`config.mk`:
```
export PLATFORM = sky130hd
export DESIGN_NAME = mac_accumulator_hhrb98_flat
export DESIGN_NICKNAME = d
export VERILOG_FILES = /design/src/rtl/mac_accumulator_hhrb98_if.sv /design/src/rtl/mac_accumulator_hhrb98.sv /design/src/flat_wrapper.sv
export SDC_FILE = /design/constraint.sdc
export NUM_CORES = 1
export LEC_CHECK = 0
export ABC_AREA = 0
export BUFFER_PORTS_ARGS = -buffer_cell sky130_fd_sc_hd__clkbuf_2
export CAP_MARGIN = 20
export CORE_MARGIN = 5
export CORE_UTILIZATION = 35
export DETAILED_ROUTE_END_ITERATION = 12
export GPL_TIMING_DRIVEN = 0
export HOLD_SLACK_MARGIN = 0.1
export PLACE_DENSITY = 0.61
export REMOVE_ABC_BUFFERS = 1
export SYNTH_ARGS = -nofsm -noshare
export SYNTH_HDL_FRONTEND = slang
export SYNTH_SLANG_ARGS = --single-unit
```
`constraint.sdc`:
```
create_clock -name clk -period 3.7 [get_ports clk]
set_clock_uncertainty 0.05 [all_clocks]
set_input_delay 0.555 -clock clk [delete_from_list [all_inputs] [get_ports clk]]
set_output_delay 0.555 -clock clk [all_outputs]
set_load 0.05 [all_outputs]
```
`src/rtl/mac_accumulator_hhrb98_if.sv`:
```
// Product-in and frame-result-out valid/ready bundle.
// slave: the accumulator; master: producer/consumer side.
interface mac_accumulator_hhrb98_if #(
  parameter int PW = 8,
  parameter int AW = 12
);
  logic [PW-1:0] p_in;
  logic          p_valid;
  logic          p_ready;
  logic [AW-1:0] acc_out;
  logic          acc_valid;
  logic          acc_ready;
  logic          ovf;

  modport master (
    output p_in, p_valid, acc_ready,
    input  p_ready, acc_out, acc_valid, ovf
  );

  modport slave (
    input  p_in, p_valid, acc_ready,
    output p_ready, acc_out, acc_valid, ovf
  );
endinterface

```
`src/rtl/mac_accumulator_hhrb98.sv`:
```
// Sums N consecutive products into one saturating frame result.
// Ports: clk, rst (sync high), clear, bus (slave), cnt (products so far).
module mac_accumulator_hhrb98 #(
  parameter int PW = 8,
  parameter int AW = 12,
  parameter int N  = 4
) (
  input  logic       clk,
  input  logic       rst,
  input  logic       clear,
  mac_accumulator_hhrb98_if.slave bus,
  output logic [7:0] cnt
);

  typedef enum logic {ACCUM, HOLD} state_t;

  localparam logic [AW-1:0] MAXV = '1;
  localparam logic [7:0]    LAST = 8'(N - 1);

  state_t        state;
  logic [AW-1:0] acc;
  logic [7:0]    cnt_q;
  logic          sticky;

  logic [AW:0]   sum;
  logic          sat;
  logic [AW-1:0] acc_nxt;
  logic          ovf_nxt;
  logic          rdy;
  logic          accept;
  logic          hs;

  // One extra bit catches the carry that signals saturation.
  always_comb begin
    sum     = {1'b0, acc} + {{(AW + 1 - PW){1'b0}}, bus.p_in};
    sat     = sum[AW];
    acc_nxt = sat ? MAXV : sum[AW-1:0];
    ovf_nxt = sticky | sat;
  end

  assign rdy         = (state == ACCUM) && !rst && !clear;
  assign bus.p_ready = rdy;
  assign accept      = bus.p_valid && rdy;
  assign hs          = bus.acc_valid && bus.acc_ready;
  assign cnt         = cnt_q;

  always_ff @(posedge clk) begin
    if (rst) begin
      state         <= ACCUM;
      acc           <= '0;
      cnt_q         <= '0;
      sticky        <= 1'b0;
      bus.acc_out   <= '0;
      bus.ovf       <= 1'b0;
      bus.acc_valid <= 1'b0;
    end else if (clear) begin
      // acc_out/ovf are left as-is; acc_valid low marks them stale.
      state         <= ACCUM;
      acc           <= '0;
      cnt_q         <= '0;
      sticky        <= 1'b0;
      bus.acc_valid <= 1'b0;
    end else begin
      unique case (state)
        ACCUM: begin
          if (accept) begin
            if (cnt_q == LAST) begin
              bus.acc_out   <= acc_nxt;
              bus.ovf       <= ovf_nxt;
              bus.acc_valid <= 1'b1;
              state         <= HOLD;
              acc           <= '0;
              cnt_q         <= '0;
              sticky        <= 1'b0;
            end else begin
              acc    <= acc_nxt;
              sticky <= ovf_nxt;
              cnt_q  <= cnt_q + 8'd1;
            end
          end
        end
        HOLD: begin
          if (hs) begin
            bus.acc_valid <= 1'b0;
            state         <= ACCUM;
          end
        end
        default: state <= ACCUM;
      endcase
    end
  end

endmodule

```
`src/flat_wrapper.sv`:
```
// flat-port wrapper written by rule: the top's interface ports become plain ports
module mac_accumulator_hhrb98_flat 
#(
  parameter int PW = 8,
  parameter int AW = 12,
  parameter int N  = 4
)
  (clk, rst, clear, cnt, bus_p_in, bus_p_valid, bus_acc_ready, bus_p_ready, bus_acc_out, bus_acc_valid, bus_ovf);
  mac_accumulator_hhrb98_if #(.PW(PW), .AW(AW)) bus_i ();
  input  logic clk;
  input  logic rst;
  input  logic clear;
  output logic [7:0] cnt;
  input wire logic [$bits(bus_i.p_in)-1:0] bus_p_in;
  input wire logic [$bits(bus_i.p_valid)-1:0] bus_p_valid;
  input wire logic [$bits(bus_i.acc_ready)-1:0] bus_acc_ready;
  output wire logic [$bits(bus_i.p_ready)-1:0] bus_p_ready;
  output wire logic [$bits(bus_i.acc_out)-1:0] bus_acc_out;
  output wire logic [$bits(bus_i.acc_valid)-1:0] bus_acc_valid;
  output wire logic [$bits(bus_i.ovf)-1:0] bus_ovf;
  assign bus_i.p_in = bus_p_in;
  assign bus_i.p_valid = bus_p_valid;
  assign bus_i.acc_ready = bus_acc_ready;
  assign bus_p_ready = bus_i.p_ready;
  assign bus_acc_out = bus_i.acc_out;
  assign bus_acc_valid = bus_i.acc_valid;
  assign bus_ovf = bus_i.ovf;
  mac_accumulator_hhrb98 #(.PW(PW), .AW(AW), .N(N)) u_core (.clk(clk), .rst(rst), .clear(clear), .bus(bus_i), .cnt(cnt));
endmodule
```
==> results of run 1 <==
final cells by class:
cell class                 instances  area (um2)
multi-input combinational        177        1100
fill                             568        2950
tap                               70        87.6
sequential                        36         721
timing repair buffer              35         175
clock inverter                     2        35.0
clock buffer                       6        72.6
layer usage:
| metal | vias to the layer above | part of all wire, % | global-route usage (%) |
|---|---|---|---|
| met3 | 5 | 5.8 | 3.76 |
| met1 | 765 | 45 | 16.9 |
| met5 | - | 0 | 0 |
| met2 | 36 | 48 | 23.1 |
| li1 | 872 | - | - |
| met4 | 0 | 1.0 | 3.57 |
registers in the layout, summed over array words and instances, names as in the netlist:
| signal | cells |
|---|---|
| u_core.acc | 12 |
| u_core.bus.acc_out | 12 |
| u_core.bus.acc_valid | 1 |
| u_core.bus.ovf | 1 |
| u_core.cnt | 8 |
| u_core.state | 1 |
| u_core.sticky | 1 |
worst max-delay path, stage by stage:
cell and delay (ns):
clkbuf_2 0.09, ha_1 0.23, fa_1 0.43, a211oi_1 0.24, o21ai_0 0.23, o21a_1 0.44, nor4b_1 0.47, a211oi_1 0.12
metrics by stage:
stage | worst slack, ns | power [mW]
floorplan | 1.09 | 0.456
global placement | 0.645 | 0.480
detailed placement | 0.639 | 0.480
CTS | 0.932 | 0.823
global route | 0.779 | 0.847
finish | 0.977 | 0.810
worst paths after layout:
path / start / endpoint / slack [ns] / depth (start not counted)
worst min-delay path: u_core.acc[2]$_SDFFE_PP0P_ / u_core.acc[2]$_SDFFE_PP0P_ / 0.41 / 2
worst max-delay path: bus_p_in[0] / u_core.bus.acc_out[7]$_SDFFE_PP0P_ / 0.98 / 8
worst min register to register: u_core.acc[2]$_SDFFE_PP0P_ / u_core.acc[2]$_SDFFE_PP0P_ / 0.41 / 2
worst max register to register: u_core.acc[0]$_SDFFE_PP0P_ / u_core.bus.acc_out[7]$_SDFFE_PP0P_ / 1.04 / 7
power groups by stage:
stage                     combinational [mW]  clock, mW  sequential (mW)
final                                 0.0784      0.338            0.393
after floorplan                       0.0530          0            0.403
after global placement                0.0775          0            0.402
after CTS                             0.0785      0.352            0.393
after global routing                  0.0880      0.365            0.394
after detailed placement              0.0779          0            0.402
Yosys cell counts, types with 3 or more instances:
cell type  instances
a211oi_1          10
a21o_1             4
a21oi_1           15
clkbuf_1           6
dfxtp_1           36
ha_1               9
nand2_1           15
nand3_1            5
nand4_1            3
nor2_1            40
nor3_1            16
nor4_1             3
o211ai_1           3
o21ai_0           12
xnor2_1            4
xor2_1             7
logic make-up (layout without fill, tap and decap cells):
group / Yosys count / after routing
compound gates: 56 / 56
xor+xnor: 11 / 11
fa+ha+maj: 10 / 10
buf+inv: 10 / 43
flops: 36 / 36
mux: 1 / 1
simple gates: 99 / 99
cells in the final DEF, fill, tap and decap left out, types with 4 or more instances in the layout:
| cell | instances |
|---|---|
| a21oi_1 | 15 |
| o21ai_0 | 12 |
| xor2_1 | 7 |
| clkbuf_2 | 35 |
| clkbuf_8 | 5 |
| nand2_1 | 15 |
| nand3_1 | 5 |
| a21o_1 | 4 |
| a211oi_1 | 10 |
| ha_1 | 9 |
| nor3_1 | 16 |
| dfxtp_1 | 36 |
| nor2_1 | 40 |
| xnor2_1 | 4 |
==> impl_metrics.env, run 1 <==
export IMPL_worst_pin_slew_ns=0.792
export IMPL_rsz0062_at_grt="no"
export IMPL_slew_headroom_pct=47.0
export IMPL_yosys_area_top_type="dfxtp_1"
export IMPL_grt_pass1_vias=1677
export IMPL_htree_levels=2
export IMPL_diodes=0
export IMPL_netlist_area_leader_share_pct=38.5
export IMPL_dr_pass1_iters=5
export IMPL_rows=26
export IMPL_port_buffers=35
export IMPL_core_um2=5140
export IMPL_drt_wl_total_um=4340
export IMPL_power_internal_mw=0.620
export IMPL_final_hold_violation_count=0
export IMPL_setup_tns_ns=0
export IMPL_antenna_found_initial=0
export IMPL_switching_power_mw=0.189
export IMPL_clkPwrFrac_pct=41.7
export IMPL_gp_congestion=0.730
export IMPL_cts_setup_buffers=0
export IMPL_yosys_most_used_dff="dfxtp_1"
export IMPL_pwr_share_comb_pct=9.7
export IMPL_power_density_nw_per_um2=370
export IMPL_ys_types=46
export IMPL_yosys_area_share_simple_pct=26.6
export IMPL_design_area_um2=2190
export IMPL_synthArstFlopShare_pct=0
export IMPL_fin_crit_sh_pct=73.6
export IMPL_num_nets_final=278
export IMPL_drv_cap=0
export IMPL_drcViolationCount=0
export IMPL_hold_buffers=0
export IMPL_grt_overflow=0
export IMPL_routed_via_count=1678
export IMPL_synth_warning_count=0
export IMPL_via_per_inst=5.15
export IMPL_synth_top_family_by_area="simple AND/OR/NAND/NOR gates"
export IMPL_clk_pin_slew_worst_paths_ns=0.07
export IMPL_io_pins=36
export IMPL_timing_hold_ws_ns=0.412
export IMPL_clk_path_buf_depth=2
export IMPL_fin_cells=326
export IMPL_cts_tree="yes"
export IMPL_leakagePower_nw=0.886
export IMPL_drt_first_iter_violations=72
export IMPL_dieArea_um2=6920
export IMPL_placed_area_um2=2080
export IMPL_synth_compound_area_share_pct=19.3
export IMPL_p_seq_share_pct=48.6
export IMPL_crit_path_start_kind="primary input"
export IMPL_synth_seq_cells=36
export IMPL_final_setup_viol_count=0
export IMPL_seq_area_frac_synth_pct=38.5
export IMPL_grt_total_usage_pct=13.6
export IMPL_syn_area_um2=1870
export IMPL_synthTopCellsByArea="dfxtp_1 (38%), nor2_1 (8.0%), ha_1 (6.0%), nor3_1 (4.3%), a211oi_1 (4.0%)"
export IMPL_critPathKind="in2reg"
export IMPL_status="complete, no violations"
export IMPL_synth_adder_area_share_pct=7.08
export IMPL_ant_nets=0
export IMPL_area_delta_synth_final_pct=16.9
export IMPL_initial_core_util_pct=36.5
export IMPL_die_h_um=83.2
export IMPL_syn_area_per_cell_um2=8.40
export IMPL_post_cts_resized=0
export IMPL_synthMuxAreaShare_pct=0.534
export IMPL_drv_slew=0
export IMPL_utilization_pct=42.6
export IMPL_critPathArrivalTime_ns=2.80
export IMPL_end_kind="register"
export IMPL_period_minus_slack_ns=2.72
export IMPL_routedWlPerCell_um=13.3
export IMPL_grt_max_degree=22
export IMPL_path_max_fanout=17
export IMPL_syn_inst=223
export IMPL_cts_sinks=36
export IMPL_synth_edff_count=0
export IMPL_dpl_cell_count=318
export IMPL_clock_latency_ns=0.29
export IMPL_synth_xor_area_share_pct=5.14
export IMPL_ir_drop_v=0.000168
export IMPL_cts_root_buf="clkbuf_8"
export IMPL_min_path_type="reg2reg"
export IMPL_drive_gt1_share_pct=18.8
export IMPL_cts_buffers=5
export IMPL_hpwlAfterDp_um=3150
export IMPL_grt_pass1_wl_um=7890
export IMPL_cp_required_ns=3.78
export IMPL_swShare_pct=23.4
export IMPL_max_freq_mhz=367
export IMPL_die_width_um=83.2
No activity file was read; power rests on OpenSTA's default activity.
==> run 2: changes to the inputs <==
PLACE_DENSITY = 0.63   (was 0.61)
clock period = 2.4 ns   (was 3.7 ns; I/O delays follow)
==> run 2 against run 1 <==
Against the previous run:
- setup slack worse by 0.83 ns
- global-route usage up 0.16 points
- final area up 5.4%
- combinational power up 67%
- hold slack worse by 0.19 ns
- critical path type is now reg2reg
==> impl_metrics.env, run 2 (synthesized netlist as in run 1, its figures left out) <==
export IMPL_status="complete, no violations"
export IMPL_worst_pin_slew_ns=0.785
export IMPL_antenna_found_initial=0
export IMPL_diodes=0
export IMPL_drive_gt1_share_pct=23.1
export IMPL_final_cell_mix="nor2_1 (39), dfxtp_1 (36), clkbuf_2 (35), nor3_1 (16)"
export IMPL_drt_wl_total_um=4660
export IMPL_die_h_um=83.2
export IMPL_routed_via_count=1701
export IMPL_cp_required_ns=2.54
export IMPL_cts_tree="yes"
export IMPL_min_path_type="in2reg"
export IMPL_swShare_pct=23.2
export IMPL_ir_drop_v=0.000222
export IMPL_register_area_um2=721
export IMPL_dr_pass1_iters=4
export IMPL_pre_cts_slack_ns=-0.453
export IMPL_hold_path_depth=2
export IMPL_fin_crit_sh_pct=93.7
export IMPL_power_internal_mw=1.02
export IMPL_ant_nets=0
export IMPL_period_minus_slack_ns=2.25
export IMPL_drv_slew=0
export IMPL_port_buffers=35
export IMPL_grt_pass1_vias=1630
export IMPL_cp_depth=7
export IMPL_clk_path_buf_depth=2
export IMPL_routedWlPerCell_um=14.1
export IMPL_min_to="u_core.bus.acc_valid$_SDFFE_PP0P_"
export IMPL_end_kind="register"
export IMPL_slowest_stage="fa_1"
export IMPL_drv_cap=0
export IMPL_grt_max_degree=18
export IMPL_rows=26
export IMPL_num_nets_final=282
export IMPL_io_pins=36
export IMPL_p_seq_share_pct=45.7
export IMPL_regToRegSetupSlack_ns=0.15
export IMPL_timing_rr_end="u_core.acc[9]$_SDFFE_PP0P_"
export IMPL_path_cells="ha_1, fa_1, a211oi_2, o21ai_2, o21a_4, o21bai_1, a22o_1"
export IMPL_fill_cells=534
export IMPL_cts_buffers=5
export IMPL_drcViolationCount=0
export IMPL_clkPwrFrac_pct=44.5
export IMPL_setup_slack_ns=0.150
export IMPL_multi_input_area_um2=1160
export IMPL_grt_overflow=0
export IMPL_final_hold_violation_count=0
export IMPL_final_common_cell="nor2_1"
export IMPL_core_um2=5140
export IMPL_crit_path_start_kind="register"
export IMPL_htree_levels=2
export IMPL_slew_headroom_pct=47.5
export IMPL_cts_root_buf="clkbuf_8"
export IMPL_cts_sinks=36
export IMPL_worstRegToRegCells=7
export IMPL_die_width_um=83.2
export IMPL_dieArea_um2=6920
export IMPL_leakagePower_nw=0.937
export IMPL_power_density_nw_per_um2=575
export IMPL_min_from="bus_acc_ready"
export IMPL_path_max_fanout=17
export IMPL_drt_first_iter_violations=109
export IMPL_gp_congestion=0.778
export IMPL_initial_core_util_pct=36.5
export IMPL_critical_path_top_delay_family="compound AO/OA/AOI/OAI gates"
export IMPL_critPathKind="reg2reg"
export IMPL_critPathMaxStageDelay_ns=0.44
export IMPL_clock_latency_ns=0.29
export IMPL_clk_pin_slew_worst_paths_ns=0.07
export IMPL_max_freq_mhz=444
export IMPL_rr_startpoint="u_core.acc[0]$_SDFFE_PP0P_"
export IMPL_via_per_inst=5.15
export IMPL_critPathArrivalTime_ns=2.39
export IMPL_timing_hold_ws_ns=0.225
export IMPL_area_delta_synth_final_pct=23.2
export IMPL_pwr_share_comb_pct=9.8
export IMPL_switching_power_mw=0.308
export IMPL_grt_total_usage_pct=13.7
export IMPL_worst_path_buf_inv=0
export IMPL_hpwlAfterDp_um=3150
export IMPL_final_setup_viol_count=0
export IMPL_hold_buffers=0
export IMPL_grt_pass1_wl_um=7940
run 2: area by class of cell:
type	count	share of cell area, %
clock inverter	1	1.30
sequential	36	31.2
tap	70	3.79
multi-input combinational	178	50.4
timing repair buffer	38	9.11
clock buffer	7	4.17
run 2: timing repair:
action                     4_1_cts  5_1_grt
gates cloned                     1        0
setup buffers                    0        3
resized for setup                6        7
pin swaps                        1        1
setup endpoints to repair       26       23
run 2: how the worst max path moves through the flow:
stage / from / end
6_report: u_core.acc[0]$_SDFFE_PP0P_ / u_core.acc[9]$_SDFFE_PP0P_
5_1_grt: u_core.cnt[0]$_SDFFE_PP0P_ / u_core.acc[10]$_SDFFE_PP0P_
4_1_cts: u_core.cnt[0]$_SDFFE_PP0P_ / u_core.bus.acc_out[11]$_SDFFE_PP0P_
3_5_place_dp: bus_p_in[0] / u_core.bus.acc_out[7]$_SDFFE_PP0P_
3_3_place_gp: bus_p_in[0] / u_core.bus.acc_out[7]$_SDFFE_PP0P_
2_1_floorplan: u_core.cnt[0]$_SDFFE_PP0P_ / u_core.bus.acc_out[11]$_SDFFE_PP0P_
run 2: routing by layer:
layer	part of all wire [%]	up-vias	wire [um]	GRT usage, %
li1	-	888	-	-
met1	50	774	2320	18.0
met2	45	32	2090	22.4
met3	4.3	7	202	3.76
met4	1.0	0	48	3.12
met5	0	-	0	0
run 2: power groups by stage:
stage,clock network [mW],logic (mW),registers (mW)
final,0.591,0.131,0.607
after global routing,0.631,0.147,0.607
after CTS,0.602,0.125,0.606
after detailed placement,0,0.119,0.620
after global placement,0,0.119,0.620
after floorplan,0,0.0818,0.621
run 2: through the flow:
step                utilization (%)  cell area (um2)  instances  power [mW]  setup TNS (ns)
global route                   44.9             2310        330        1.38        -0.00565
detailed placement             40.5             2080        318       0.740           -7.20
finish                         44.9             2310        330        1.33               0
floorplan                         -             1820        213       0.703          -0.207
CTS                            43.6             2240        327        1.33               0
global placement               40.5             2080        318       0.740           -7.35
==> run 3: changes to the inputs <==
PLACE_DENSITY = 0.61   (was 0.63)
clock period = 2.3 ns   (was 2.4 ns; I/O delays follow)
==> run 3 against run 2 <==
Against the previous run:
- first-iteration DRC count decreased by 15%
- routed wire length increased by 1.7%
- critical path type unchanged
- hold slack got worse by 0.0090 ns
- total power decreased by 0.78%
- die area unchanged
- global-route usage increased by 0.62 points
- final area increased by 1.1%
- combinational power increased by 5%
- sequential share of layout area decreased by 0.30 points
- via count increased by 1.8%
- critical path depth decreased by 2
==> impl_metrics.env, run 3 (synthesized netlist as in run 1, its figures left out) <==
export IMPL_status="complete, no violations"
export IMPL_htree_levels=2
export IMPL_slew_headroom_pct=43.4
export IMPL_fin_cells=334
export IMPL_routedWlPerCell_um=14.2
export IMPL_critPathKind="reg2reg"
export IMPL_drt_wl_total_um=4740
export IMPL_drv_slew=0
export IMPL_rsz0062_at_grt="no"
export IMPL_fin_crit_sh_pct=94.5
export IMPL_cp_required_ns=2.41
export IMPL_multi_input_area_um2=1180
export IMPL_path_max_fanout=11
export IMPL_io_pins=36
export IMPL_drcViolationCount=0
export IMPL_grt_pass1_wl_um=8280
export IMPL_ant_nets=0
export IMPL_final_cell_mix="nor2_1 (38), clkbuf_2 (35), dfxtp_1 (35), nor3_1 (16)"
export IMPL_final_setup_viol_count=0
export IMPL_max_freq_mhz=460
export IMPL_crit_path_start_kind="register"
export IMPL_clkPwrFrac_pct=41.5
export IMPL_diodes=0
export IMPL_grt_total_usage_pct=14.4
export IMPL_port_buffers=35
export IMPL_hpwlAfterDp_um=3150
export IMPL_rows=26
export IMPL_register_area_um2=722
export IMPL_drt_first_iter_violations=93
export IMPL_worst_pin_slew_ns=0.845
export IMPL_grt_pass1_vias=1730
export IMPL_final_common_cell="nor2_1"
export IMPL_power_internal_mw=1.00
export IMPL_min_path_type="in2reg"
export IMPL_setup_slack_ns=0.128
export IMPL_swShare_pct=23.8
export IMPL_end_kind="register"
export IMPL_critPathArrivalTime_ns=2.28
export IMPL_final_hold_violation_count=0
export IMPL_area_delta_synth_final_pct=24.6
export IMPL_die_h_um=83.2
export IMPL_ir_drop_v=0.000272
export IMPL_pwr_share_comb_pct=10.5
export IMPL_dr_pass1_iters=4
export IMPL_drive_gt1_share_pct=25.8
export IMPL_hold_buffers=0
export IMPL_clock_latency_ns=0.29
export IMPL_cts_sinks=36
export IMPL_fill_cells=551
export IMPL_drv_cap=0
export IMPL_via_per_inst=5.18
export IMPL_utilization_pct=45.4
export IMPL_period_minus_slack_ns=2.17
export IMPL_die_width_um=83.2
export IMPL_cts_buffers=5
export IMPL_num_nets_final=286
export IMPL_antenna_found_initial=0
export IMPL_cts_tree="yes"
export IMPL_dieArea_um2=6920
export IMPL_clk_pin_slew_worst_paths_ns=0.07
export IMPL_core_um2=5140
export IMPL_grt_overflow=0
export IMPL_regToRegSetupSlack_ns=0.13
export IMPL_pre_cts_slack_ns=-0.551
export IMPL_gp_congestion=0.730
export IMPL_cts_root_buf="clkbuf_8"
export IMPL_grt_max_degree=18
export IMPL_routed_via_count=1731
export IMPL_leakagePower_nw=0.939
export IMPL_initial_core_util_pct=36.5
export IMPL_power_density_nw_per_um2=564
export IMPL_p_seq_share_pct=48.0
export IMPL_setup_tns_ns=0
export IMPL_dpl_cell_count=318
export IMPL_clk_path_buf_depth=2
export IMPL_switching_power_mw=0.313
-- run 3: path summary, 6_finish.rpt --
check                                           startpoint                             endpoint  cells after the start
worst max-delay path            u_core.cnt[1]$_SDFFE_PP0P_  u_core.bus.acc_out[11]$_SDFFE_PP0P_                      5
worst min-delay path                         bus_acc_ready    u_core.bus.acc_valid$_SDFFE_PP0P_                      2
worst max register to register  u_core.cnt[1]$_SDFFE_PP0P_  u_core.bus.acc_out[11]$_SDFFE_PP0P_                      5
worst min register to register  u_core.acc[2]$_SDFFE_PP0P_           u_core.acc[2]$_SDFFE_PP0P_                      2
-- run 3: cell type report --
cell class / count / area share [%]
Multi-Input combinational cell: 178 / 50.4
Sequential cell: 36 / 30.9
Timing Repair Buffer: 42 / 10.3
Tap cell: 70 / 3.75
Clock buffer: 6 / 3.11
Clock inverter: 2 / 1.50
-- run 3: worst max-delay path, stage by stage (launching register included) --
cell and delay [ns]:
dfxtp_1 0.38, ha_2 0.24, or4b_4 0.55, or3_4 0.47
nor4_2 0.28, nor3_1 0.07
-- run 3: power by group through the flow --
stage	combinational (mW)	sequential, mW	clock, mW
after floorplan	0.0853	0.648	0
after global placement	0.125	0.647	0
after detailed placement	0.125	0.647	0
after CTS	0.132	0.633	0.565
after global routing	0.154	0.634	0.587
final	0.138	0.633	0.547
-- run 3: repair_timing --
action / in CTS / in global routing
setup buffers: 3 / 4
pin swaps: 1 / 1
endpoints found under the hold margin: 0 / 0
endpoints found under the setup margin: 32 / 26
cloned: 1 / 0
gates resized for setup: 10 / 8
-- run 3: routing by layer --
| layer | share of wire [%] | global-route usage, % | vias up |
|---|---|---|---|
| li1 | - | - | 892 |
| met1 | 47 | 18.1 | 793 |
| met2 | 47 | 24.3 | 38 |
| met3 | 4.6 | 3.76 | 8 |
| met4 | 1.6 | 3.57 | 0 |
| met5 | 0 | 0 | - |
-- run 3: through the flow --
step                      area [um2]  hold WS (ns)  power [mW]
final                           2330         0.216        1.32
after CTS                       2270         0.204        1.33
after global placement          2080         0.390       0.772
after global routing            2330         0.233        1.38
after floorplan                 1820         0.368       0.733
after detailed placement        2080         0.404       0.773
